`src/rtl/neuron_sweep_scheduler_if.sv`:
```
// Event, tick and output-spike streams of the neuron sweep scheduler.
// The router side is the master; the scheduler is the slave.
interface neuron_sweep_scheduler_if #(
    parameter int ADDR_WIDTH       = 4,
    parameter int SYN_WEIGHT_WIDTH = 4
);
    logic                        evt_valid_i;
    logic                        evt_ready_o;
    logic [ADDR_WIDTH-1:0]       evt_addr_i;
    logic [SYN_WEIGHT_WIDTH-1:0] evt_weight_i;
    logic                        tick_valid_i;
    logic                        tick_ready_o;
    logic                        spike_valid_o;
    logic                        spike_ready_i;
    logic [ADDR_WIDTH-1:0]       spike_addr_o;
    logic [7:0]                  spike_time_o;

    modport master (
        output evt_valid_i, evt_addr_i, evt_weight_i,
        output tick_valid_i, spike_ready_i,
        input  evt_ready_o, tick_ready_o,
        input  spike_valid_o, spike_addr_o, spike_time_o
    );

    modport slave (
        input  evt_valid_i, evt_addr_i, evt_weight_i,
        input  tick_valid_i, spike_ready_i,
        output evt_ready_o, tick_ready_o,
        output spike_valid_o, spike_addr_o, spike_time_o
    );
endinterface

```
`src/rtl/neuron_sweep_scheduler.sv`:
```
// Shares one ALIF datapath across N neuron states: integrates events
// in IDLE and sweeps every neuron through an update on each tick.
module neuron_sweep_scheduler #(
    parameter int N_NEURONS        = 16,
    parameter int STATE_WIDTH      = 32,
    parameter int SYN_WEIGHT_WIDTH = 4,
    parameter int ADDR_WIDTH       = $clog2(N_NEURONS)
) (
    input  logic                        clk_i,
    input  logic                        rst_ni,
    neuron_sweep_scheduler_if.slave     bus,
    output logic [2:0]                  dp_spike_op_o,
    output logic                        dp_spike_o,
    output logic [7:0]                  dp_time_o,
    output logic [SYN_WEIGHT_WIDTH-1:0] dp_syn_weight_o,
    output logic [STATE_WIDTH-1:0]      dp_state_o,
    input  logic [STATE_WIDTH-1:0]      dp_state_i,
    input  logic                        dp_spike_i,
    output logic                        busy_o,
    output logic                        sweep_done_o,
    output logic                        illegal_evt_o
);
    typedef enum logic {IDLE, SWEEP} state_e;

    localparam logic [2:0] OP_IDLE = 3'd0;
    localparam logic [2:0] OP_INT  = 3'd1;
    localparam logic [2:0] OP_UPD  = 3'd2;
    localparam logic [ADDR_WIDTH-1:0] LAST =
        ADDR_WIDTH'(N_NEURONS - 1);

    state_e                  st_q, st_d;
    logic [STATE_WIDTH-1:0]  mem_q [N_NEURONS];
    logic [ADDR_WIDTH-1:0]   idx_q, idx_d;
    logic [7:0]              time_q, time_d;
    logic                    sv_q, sv_d;
    logic [ADDR_WIDTH-1:0]   sa_q, sa_d;
    logic [7:0]              st_time_q, st_time_d;
    logic                    done_q, done_d;
    logic                    ill_q, ill_d;
    logic                    wr_en;
    logic [ADDR_WIDTH-1:0]   wr_addr;
    logic                    evt_legal;
    logic                    stall;

    assign evt_legal = 32'(bus.evt_addr_i) < N_NEURONS;

    always_comb begin
        st_d            = st_q;
        idx_d           = idx_q;
        time_d          = time_q;
        sv_d            = sv_q;
        sa_d            = sa_q;
        st_time_d       = st_time_q;
        done_d          = 1'b0;
        ill_d           = 1'b0;
        wr_en           = 1'b0;
        wr_addr         = idx_q;
        stall           = 1'b0;
        bus.evt_ready_o  = 1'b0;
        bus.tick_ready_o = 1'b0;
        dp_spike_op_o   = OP_IDLE;
        dp_spike_o      = 1'b0;
        dp_time_o       = '0;
        dp_syn_weight_o = '0;
        dp_state_o      = '0;
        if (bus.spike_ready_i) sv_d = 1'b0;
        unique case (st_q)
            IDLE: begin
                bus.tick_ready_o = 1'b1;
                bus.evt_ready_o  = !bus.tick_valid_i;
                if (bus.tick_valid_i) begin
                    st_d  = SWEEP;
                    idx_d = '0;
                end else if (bus.evt_valid_i) begin
                    if (evt_legal) begin
                        dp_spike_op_o   = OP_INT;
                        dp_spike_o      = 1'b1;
                        dp_time_o       = time_q;
                        dp_syn_weight_o = bus.evt_weight_i;
                        dp_state_o      = mem_q[bus.evt_addr_i];
                        wr_en           = 1'b1;
                        wr_addr         = bus.evt_addr_i;
                    end else begin
                        ill_d = 1'b1;
                    end
                end
            end
            SWEEP: begin
                dp_spike_op_o = OP_UPD;
                dp_time_o     = time_q;
                dp_state_o    = mem_q[idx_q];
                // a firing neuron cannot overwrite an undelivered spike
                stall = dp_spike_i && sv_q && !bus.spike_ready_i;
                if (!stall) begin
                    wr_en = 1'b1;
                    if (dp_spike_i) begin
                        sv_d      = 1'b1;
                        sa_d      = idx_q;
                        st_time_d = time_q;
                    end
                    if (idx_q == LAST) begin
                        time_d = time_q + 8'd1;
                        done_d = 1'b1;
                        st_d   = IDLE;
                    end else begin
                        idx_d = idx_q + ADDR_WIDTH'(1);
                    end
                end
            end
            default: st_d = IDLE;
        endcase
    end

    always_ff @(posedge clk_i or negedge rst_ni) begin
        if (!rst_ni) begin
            st_q      <= IDLE;
            idx_q     <= '0;
            time_q    <= '0;
            sv_q      <= 1'b0;
            sa_q      <= '0;
            st_time_q <= '0;
            done_q    <= 1'b0;
            ill_q     <= 1'b0;
        end else begin
            st_q      <= st_d;
            idx_q     <= idx_d;
            time_q    <= time_d;
            sv_q      <= sv_d;
            sa_q      <= sa_d;
            st_time_q <= st_time_d;
            done_q    <= done_d;
            ill_q     <= ill_d;
        end
    end

    always_ff @(posedge clk_i or negedge rst_ni) begin
        if (!rst_ni) begin
            for (int i = 0; i < N_NEURONS; i++) mem_q[i] <= '0;
        end else if (wr_en) begin
            mem_q[wr_addr] <= dp_state_i;
        end
    end

    assign bus.spike_valid_o = sv_q;
    assign bus.spike_addr_o  = sa_q;
    assign bus.spike_time_o  = st_time_q;
    assign busy_o            = st_q == SWEEP;
    assign sweep_done_o      = done_q;
    assign illegal_evt_o     = ill_q;
endmodule

```
`src/flat_wrapper.sv`:
```
// flat-port wrapper written by rule: the top's interface ports become plain ports
module neuron_sweep_scheduler_flat 
#(
    parameter int N_NEURONS        = 16,
    parameter int STATE_WIDTH      = 32,
    parameter int SYN_WEIGHT_WIDTH = 4,
    parameter int ADDR_WIDTH       = $clog2(N_NEURONS)
)
  (clk_i, rst_ni, dp_spike_op_o, dp_spike_o, dp_time_o, dp_syn_weight_o, dp_state_o, dp_state_i, dp_spike_i, busy_o, sweep_done_o, illegal_evt_o, bus_evt_valid_i, bus_evt_addr_i, bus_evt_weight_i, bus_tick_valid_i, bus_spike_ready_i, bus_evt_ready_o, bus_tick_ready_o, bus_spike_valid_o, bus_spike_addr_o, bus_spike_time_o);
  neuron_sweep_scheduler_if #(.ADDR_WIDTH(ADDR_WIDTH), .SYN_WEIGHT_WIDTH(SYN_WEIGHT_WIDTH)) bus_i ();
  input  logic clk_i;
  input  logic rst_ni;
  output logic [2:0] dp_spike_op_o;
  output logic dp_spike_o;
  output logic [7:0] dp_time_o;
  output logic [SYN_WEIGHT_WIDTH-1:0] dp_syn_weight_o;
  output logic [STATE_WIDTH-1:0] dp_state_o;
  input  logic [STATE_WIDTH-1:0] dp_state_i;
  input  logic dp_spike_i;
  output logic busy_o;
  output logic sweep_done_o;
  output logic illegal_evt_o;
  input wire logic [$bits(bus_i.evt_valid_i)-1:0] bus_evt_valid_i;
  input wire logic [$bits(bus_i.evt_addr_i)-1:0] bus_evt_addr_i;
  input wire logic [$bits(bus_i.evt_weight_i)-1:0] bus_evt_weight_i;
  input wire logic [$bits(bus_i.tick_valid_i)-1:0] bus_tick_valid_i;
  input wire logic [$bits(bus_i.spike_ready_i)-1:0] bus_spike_ready_i;
  output wire logic [$bits(bus_i.evt_ready_o)-1:0] bus_evt_ready_o;
  output wire logic [$bits(bus_i.tick_ready_o)-1:0] bus_tick_ready_o;
  output wire logic [$bits(bus_i.spike_valid_o)-1:0] bus_spike_valid_o;
  output wire logic [$bits(bus_i.spike_addr_o)-1:0] bus_spike_addr_o;
  output wire logic [$bits(bus_i.spike_time_o)-1:0] bus_spike_time_o;
  assign bus_i.evt_valid_i = bus_evt_valid_i;
  assign bus_i.evt_addr_i = bus_evt_addr_i;
  assign bus_i.evt_weight_i = bus_evt_weight_i;
  assign bus_i.tick_valid_i = bus_tick_valid_i;
  assign bus_i.spike_ready_i = bus_spike_ready_i;
  assign bus_evt_ready_o = bus_i.evt_ready_o;
  assign bus_tick_ready_o = bus_i.tick_ready_o;
  assign bus_spike_valid_o = bus_i.spike_valid_o;
  assign bus_spike_addr_o = bus_i.spike_addr_o;
  assign bus_spike_time_o = bus_i.spike_time_o;
  neuron_sweep_scheduler #(.N_NEURONS(N_NEURONS), .STATE_WIDTH(STATE_WIDTH), .SYN_WEIGHT_WIDTH(SYN_WEIGHT_WIDTH), .ADDR_WIDTH(ADDR_WIDTH)) u_core (.clk_i(clk_i), .rst_ni(rst_ni), .bus(bus_i), .dp_spike_op_o(dp_spike_op_o), .dp_spike_o(dp_spike_o), .dp_time_o(dp_time_o), .dp_syn_weight_o(dp_syn_weight_o), .dp_state_o(dp_state_o), .dp_state_i(dp_state_i), .dp_spike_i(dp_spike_i), .busy_o(busy_o), .sweep_done_o(sweep_done_o), .illegal_evt_o(illegal_evt_o));
endmodule
```
`config.mk`:
```
export PLATFORM = sky130hd
export DESIGN_NAME = neuron_sweep_scheduler_flat
export DESIGN_NICKNAME = d
export VERILOG_FILES = /design/src/rtl/neuron_sweep_scheduler_if.sv /design/src/rtl/neuron_sweep_scheduler.sv /design/src/flat_wrapper.sv
export SDC_FILE = /design/constraint.sdc
export NUM_CORES = 1
export LEC_CHECK = 0
export BUFFER_PORTS_ARGS = -buffer_cell sky130_fd_sc_hd__buf_2
export CORE_MARGIN = 5
export CORE_UTILIZATION = 29
export DETAILED_ROUTE_END_ITERATION = 16
export PLACE_DENSITY = 0.41
export SYNTH_ARGS = -nofsm -noshare
export SYNTH_HDL_FRONTEND = slang
export SYNTH_SLANG_ARGS = --single-unit
```
`constraint.sdc`:
```
create_clock -name clk_i -period 7.6 [get_ports clk_i]
set_input_delay 0.76 -clock clk_i [delete_from_list [all_inputs] [get_ports clk_i]]
set_output_delay 0.76 -clock clk_i [all_outputs]
set_load 0.01 [all_outputs]
```
; ---- Word level (Yosys, flattened, before mapping)
; Index checks and enable logic that the tools add are counted.
[classes]
n_eq_ne = 4
n_lt_le_gt_ge = 4
bitwise = 5
n_reduce_logical = 8
n_mux = 46
add_sub_neg = 2
[ops]
columns = cell, n
row1 = 512-bit bitwise mux, 1
row2 = 32-bit binary-select mux with 4-bit select, 2
row3 = 32-bit two-way mux, 7
row4 = 32-bit demux with 4-bit select, 1
row5 = 32-bit one-hot mux with 2 select lines, 1
row6 = 4-bit two-way mux, 9
row7 = 1-bit two-way mux, 17
row8 = 8-bit two-way mux, 2
row9 = 8-bit one-hot mux with 2 select lines, 1
row10 = "5-bit >= comparator, second input constant", 3
row11 = 4-bit inverter with 5-bit output, 3
row12 = 3-bit AND reduction, 3
row13 = "8-bit by 1-bit adder with 8-bit output, second input constant", 1
row14 = 4-bit one-hot mux with 2 select lines, 1
row15 = "2-bit != test, second input constant", 3
row16 = 3-bit one-hot mux with 2 select lines, 1
row17 = "5-bit by 1-bit less-than comparator with 1-bit output, second input constant", 1
row18 = "4-bit by 1-bit adder with 4-bit output, second input constant", 1
row19 = "4-bit equality test, second input constant", 1
row20 = 1-bit one-hot mux with 2 select lines, 2
row21 = 1-bit logical AND, 3
row22 = 3-bit two-way mux, 1
row23 = 1-bit logical NOT, 2
row24 = 1-bit inverter, 2
[totals]
register_bits = 539
input_bits = 46
out_inout_bits = 66
word_cells = 92

; ---- Logic depth before layout (Yosys ltp)
[depth]
ltp_word = 9
mapped_depth = 9
mapped_depth_nobuf = 6

; ---- Worst setup path after synthesis
; Ideal clock, no wire load.
[synth_timing]
kind = input -> output
start = input port bus_evt_addr_i[0]
end = output port dp_state_o[22]
path_buffers = 3
arrival_time_ps = 2281
t_required_ps = 6840
path_slack_ps = 4559
path_stages = 7
path_cell_list = clkbuf_1 buf_2 buf_1 mux2i_1 a221oi_1 a22oi_1 nand3_1
[synth_via]
elab_chain_cells = 7
[synth_rtl]
columns = item, line
row1 = "start, declared", flat_wrapper.sv:24  ; input wire logic [$bits(bus_i.evt_addr_i)-1:0] bus_evt_addr_i;
row2 = 4-bit inverter with 5-bit output (implied by the code), neuron_sweep_scheduler.sv:80  ; dp_state_o = mem_q[bus.evt_addr_i];
row3 = 32-bit binary-select mux with 4-bit select, neuron_sweep_scheduler.sv:80
row4 = 32-bit two-way mux (implied by the code) (2 in series), neuron_sweep_scheduler.sv:80
row5 = 32-bit two-way mux, neuron_sweep_scheduler.sv:74  ; end else if (bus.evt_valid_i) begin
row6 = 32-bit two-way mux, neuron_sweep_scheduler.sv:71  ; if (bus.tick_valid_i) begin
row7 = 32-bit one-hot mux with 2 select lines, neuron_sweep_scheduler.sv:67  ; unique case (st_q)
row8 = "end, declared", flat_wrapper.sv:17  ; output logic [STATE_WIDTH-1:0] dp_state_o;
; No other way between the ends. The select of a mux whose other input is x is not followed.

; ---- Worst setup path after layout
[layout_timing]
start = register u_core.idx_q[0]
end = output port dp_state_o[29]
[layout_via]
elab_chain_cells = 5
[layout_rtl]
columns = item, line
row1 = "start, declared", neuron_sweep_scheduler.sv:33  ; logic [ADDR_WIDTH-1:0] idx_q, idx_d;
row2 = "start signal, assigned", neuron_sweep_scheduler.sv:126  ; idx_q <= idx_d;
row3 = 4-bit inverter with 5-bit output (implied by the code), neuron_sweep_scheduler.sv:91  ; dp_state_o = mem_q[idx_q];
row4 = 32-bit binary-select mux with 4-bit select, neuron_sweep_scheduler.sv:91
row5 = 32-bit two-way mux (implied by the code) (2 in series), neuron_sweep_scheduler.sv:91
row6 = 32-bit one-hot mux with 2 select lines, neuron_sweep_scheduler.sv:67
; No other way between the ends. The select of a mux whose other input is x is not followed.

==> results by group <==
Place
  • Port bufs: roughly 110
  • Dpl cells: approximately 3.5k
  • GPL Wtd Cong: between 0.7 and 0.8
  • Hpwl dp: roughly 54,000 microns

Logic synthesis
  • Sequential area share after synthesis: 0.461
  • Avg Inst Size Synth: between 10 and 15 sq um
  • FF+latch count, synth: 539
  • Top cells by area, synth: dfrtp_1 (46%), mux2i_1 (18%), mux2_2 (16%), a22oi_1 (5.3%), mux2_4 (3.1%)
  • Post-synth top area cell: dfrtp_1
  • EDFF count, synth: 0
  • Fraction of registers with async set/reset: 1.00
  • Top_reg_cell synth: dfrtp_1
  • Syn Inst Count: roughly 2.3k
  • Top cell type's share of synthesized area: 0.461
  • Synth cell types: between 40 and 50
  • Mapped cell area: 0.0293 sq mm
  • YS warnings: 0

Clock tree
  • Post-CTS Resized: 0
  • Later-pin clock latency in the skew report: about 0.64 ns
  • CTS buffer count: 70
  • H-tree levels: 3
  • Clock buffer depth: 3
  • Post-CTS Setup Inserts: 0
  • Clk pin slew, worst setup/hold paths: approximately 0.06 ns
  • Clock tree sinks: about 540
  • TritonCTS clock tree: yes
  • Hold Buf Count CTS: 0
  • Clk root buf: clkbuf_16

Floorplan
  • Initial Util: 0.292
  • Ports: between 100 and 150
  • Die Area: approximately 0.11 sq mm
  • Standard-cell rows: 116
  • CORE AREA: around 0.1 sq mm
  • Die Wd: ~330 microns
  • Die Span Y: between 300 and 400 microns

Timing
  • Setup TNS: 0 ns
  • Slew HR: 0.241
  • Worst Max-Slew Pin Slew: approximately 1.1 ns
  • Final Max Slew Viols: 0
  • Tmin final: 4.74 ns
  • Fmax: around 210 MHz
  • Setup Skew: between 0.02 and 0.025 ns
  • Setup Viol. Count Final: 0
  • Hold Vio Cnt, Final: 0
  • Final Cycle Share: 0.624
  • RSZ-0062 raised after global routing: no

Worst setup path
  • RR Startpoint: u_core.busy_o
  • R2R Path End: u_core.mem_q[217]
  • WP data arrival: 3.98 ns
  • Worst endpoint required time: around 6.8 ns
  • Kind of critical path: reg -> out
  • Reg2reg path depth: 7
  • Worst setup SP type: flip-flop
  • Crit end category: output port
  • R2R setup slack: 3.98 ns
  • Crit path to: dp_state_o[29]
  • Critical-path maximum fanout: 36
  • Critical Path Start: u_core.idx_q[0]

Drt
  • WL final: ~99,000 microns
  • Routed vias/inst: around 5.4
  • DRC violations left: 0
  • DR iter-0 viols: around 1.3k
  • Remaining antenna violation count: 0
  • DR pass1 iterations: 5
  • Via count: around 20k
  • Routed len/inst: about 27 microns

Final layout
  • Nets@finish: roughly 2.4k
  • Share of post-route cells with drive strength above 1: 0.330
  • Fill cells: around 10k
  • Area growth syn-to-layout: 13.3%
  • Commonest non-fill, non-tap cell in the layout: dfrtp_1
  • Cell Count, Final, Fillers Out: between 3k and 4k
  • Most frequent cells in the layout: dfrtp_1 (537), mux2i_1 (513), mux2_2 (422)

Pwr
  • Pleak: approximately 15 nW
  • Peak VDD IR: 0.000173 V
  • Power per Cell Area: 463 mW/mm^2

Hold path
  • Hold Crit Class: in -> async

Global route
  • Global Route Usage Sum: 0.181
  • First-pass GRT wire length: roughly 150,000 microns
  • Vias in the first global route: about 21k
  • Initial antenna violation count: 9
  • Largest net degree at the start of global routing: around 160
  • Grt ovf: 0

Flow run
  • Maxcap violations: 0

Run status
  • Status: finished, final reports clean
==> cell usage after synthesis (22+ instances only) <==
library cell,instances
buf_4,22
a22oi_1,208
dfrtp_1,539
clkbuf_1,102
buf_1,31
nand3_1,108
a22o_1,24
mux2_2,422
mux2_1,43
mux2i_1,513
mux2_4,60
buf_2,48
a221oi_1,48
==> report_power, final <==
group | switching, W | total [W] | internal (W)
combinational | 0.00333 | 0.00652 | 0.00319
sequential | 0.00123 | 0.00553 | 0.00430
clock | 0.00135 | 0.00330 | 0.00195
total | 0.00591 | 0.0154 | 0.00944
==> layout make-up <==
type / count / area, sq um / area share
multi-input combinational: 1537 / 14800 / 0.447
sequential: 539 / 13500 / 0.407
clock buffer: 99 / 2010 / 0.0606
tap: 1298 / 1620 / 0.0490
timing repair buffer: 149 / 916 / 0.0276
clock inverter: 23 / 250 / 0.00755
inverter: 5 / 20.0 / 0.000604
antenna: 5 / 12.5 / 0.000377
==> sequential cells by signal, indices dropped and copies added, names as in the netlist <==
register and flops:
u_core.bus.spike_time_o 8, u_core.mem_q 512, u_core.bus.spike_valid_o 1, u_core.idx_q 4, u_core.busy_o 1, u_core.sweep_done_o 1, u_core.time_q 8, u_core.bus.spike_addr_o 4
==> kinds of logic after synthesis <==
family | Yosys count | synth area share
other | 1 | 0.000128
AOI/OAI and AO/OA | 291 | 0.0773
and+or+nand+nor | 197 | 0.0365
adders and majority gates | 2 | 0.000855
DFF | 539 | 0.461
buffers and inverters | 222 | 0.0370
muxes | 1038 | 0.385
xor gates and xnor gates | 7 | 0.00210
==> critical path, cell delays in order (launching register included) <==
cell	delay [ns]
dfrtp_2	0.79
nor2_4	0.91
buf_4	0.69
a22o_1	0.23
a221oi_1	0.05
a22oi_1	0.19
nand3_1	0.22
buf_2	0.21
==> how the worst min path moves through the flow <==
stage	startpoint	endpoint	depth (start not counted)	slack [ns]
after global placement	u_core.bus.spike_time_o[6]	u_core.bus.spike_time_o[6]	1	0.49
final	rst_ni	u_core.time_q[4]	1	0.15
after detailed placement	u_core.time_q[7]	u_core.time_q[7]	1	0.49
after CTS	rst_ni	u_core.bus.spike_time_o[4]	1	0.14
after floorplan	u_core.time_q[7]	u_core.time_q[7]	1	0.45
after global routing	rst_ni	u_core.bus.spike_time_o[4]	1	0.19
==> per-stage QoR <==
step           setup slack (ns)  hold WS, ns  total power [W]  utilization  area, sq um
6_report                   2.86        0.145           0.0154        0.331        33200
5_1_grt                    2.65        0.185           0.0163        0.331        33100
4_1_cts                    2.74        0.142           0.0156        0.331        33100
3_5_place_dp               3.40        0.488           0.0122        0.308        30900
3_3_place_gp               3.41        0.487           0.0120        0.308        30900
2_1_floorplan              4.56        0.450          0.00990            -        29300
==> routing by layer <==
metal | share of wire | routed length, microns | GRT usage | vias up
met3 | 0.041 | 4090 | 0.0289 | 137
met4 | 0.025 | 2460 | 0.0540 | 4
li1 | - | - | - | 8687
met5 | 0.00021 | 21 | 0 | -
met1 | 0.45 | 45100 | 0.241 | 10500
met2 | 0.48 | 47500 | 0.304 | 430
Note: power is estimated with default switching activity, not from simulation.
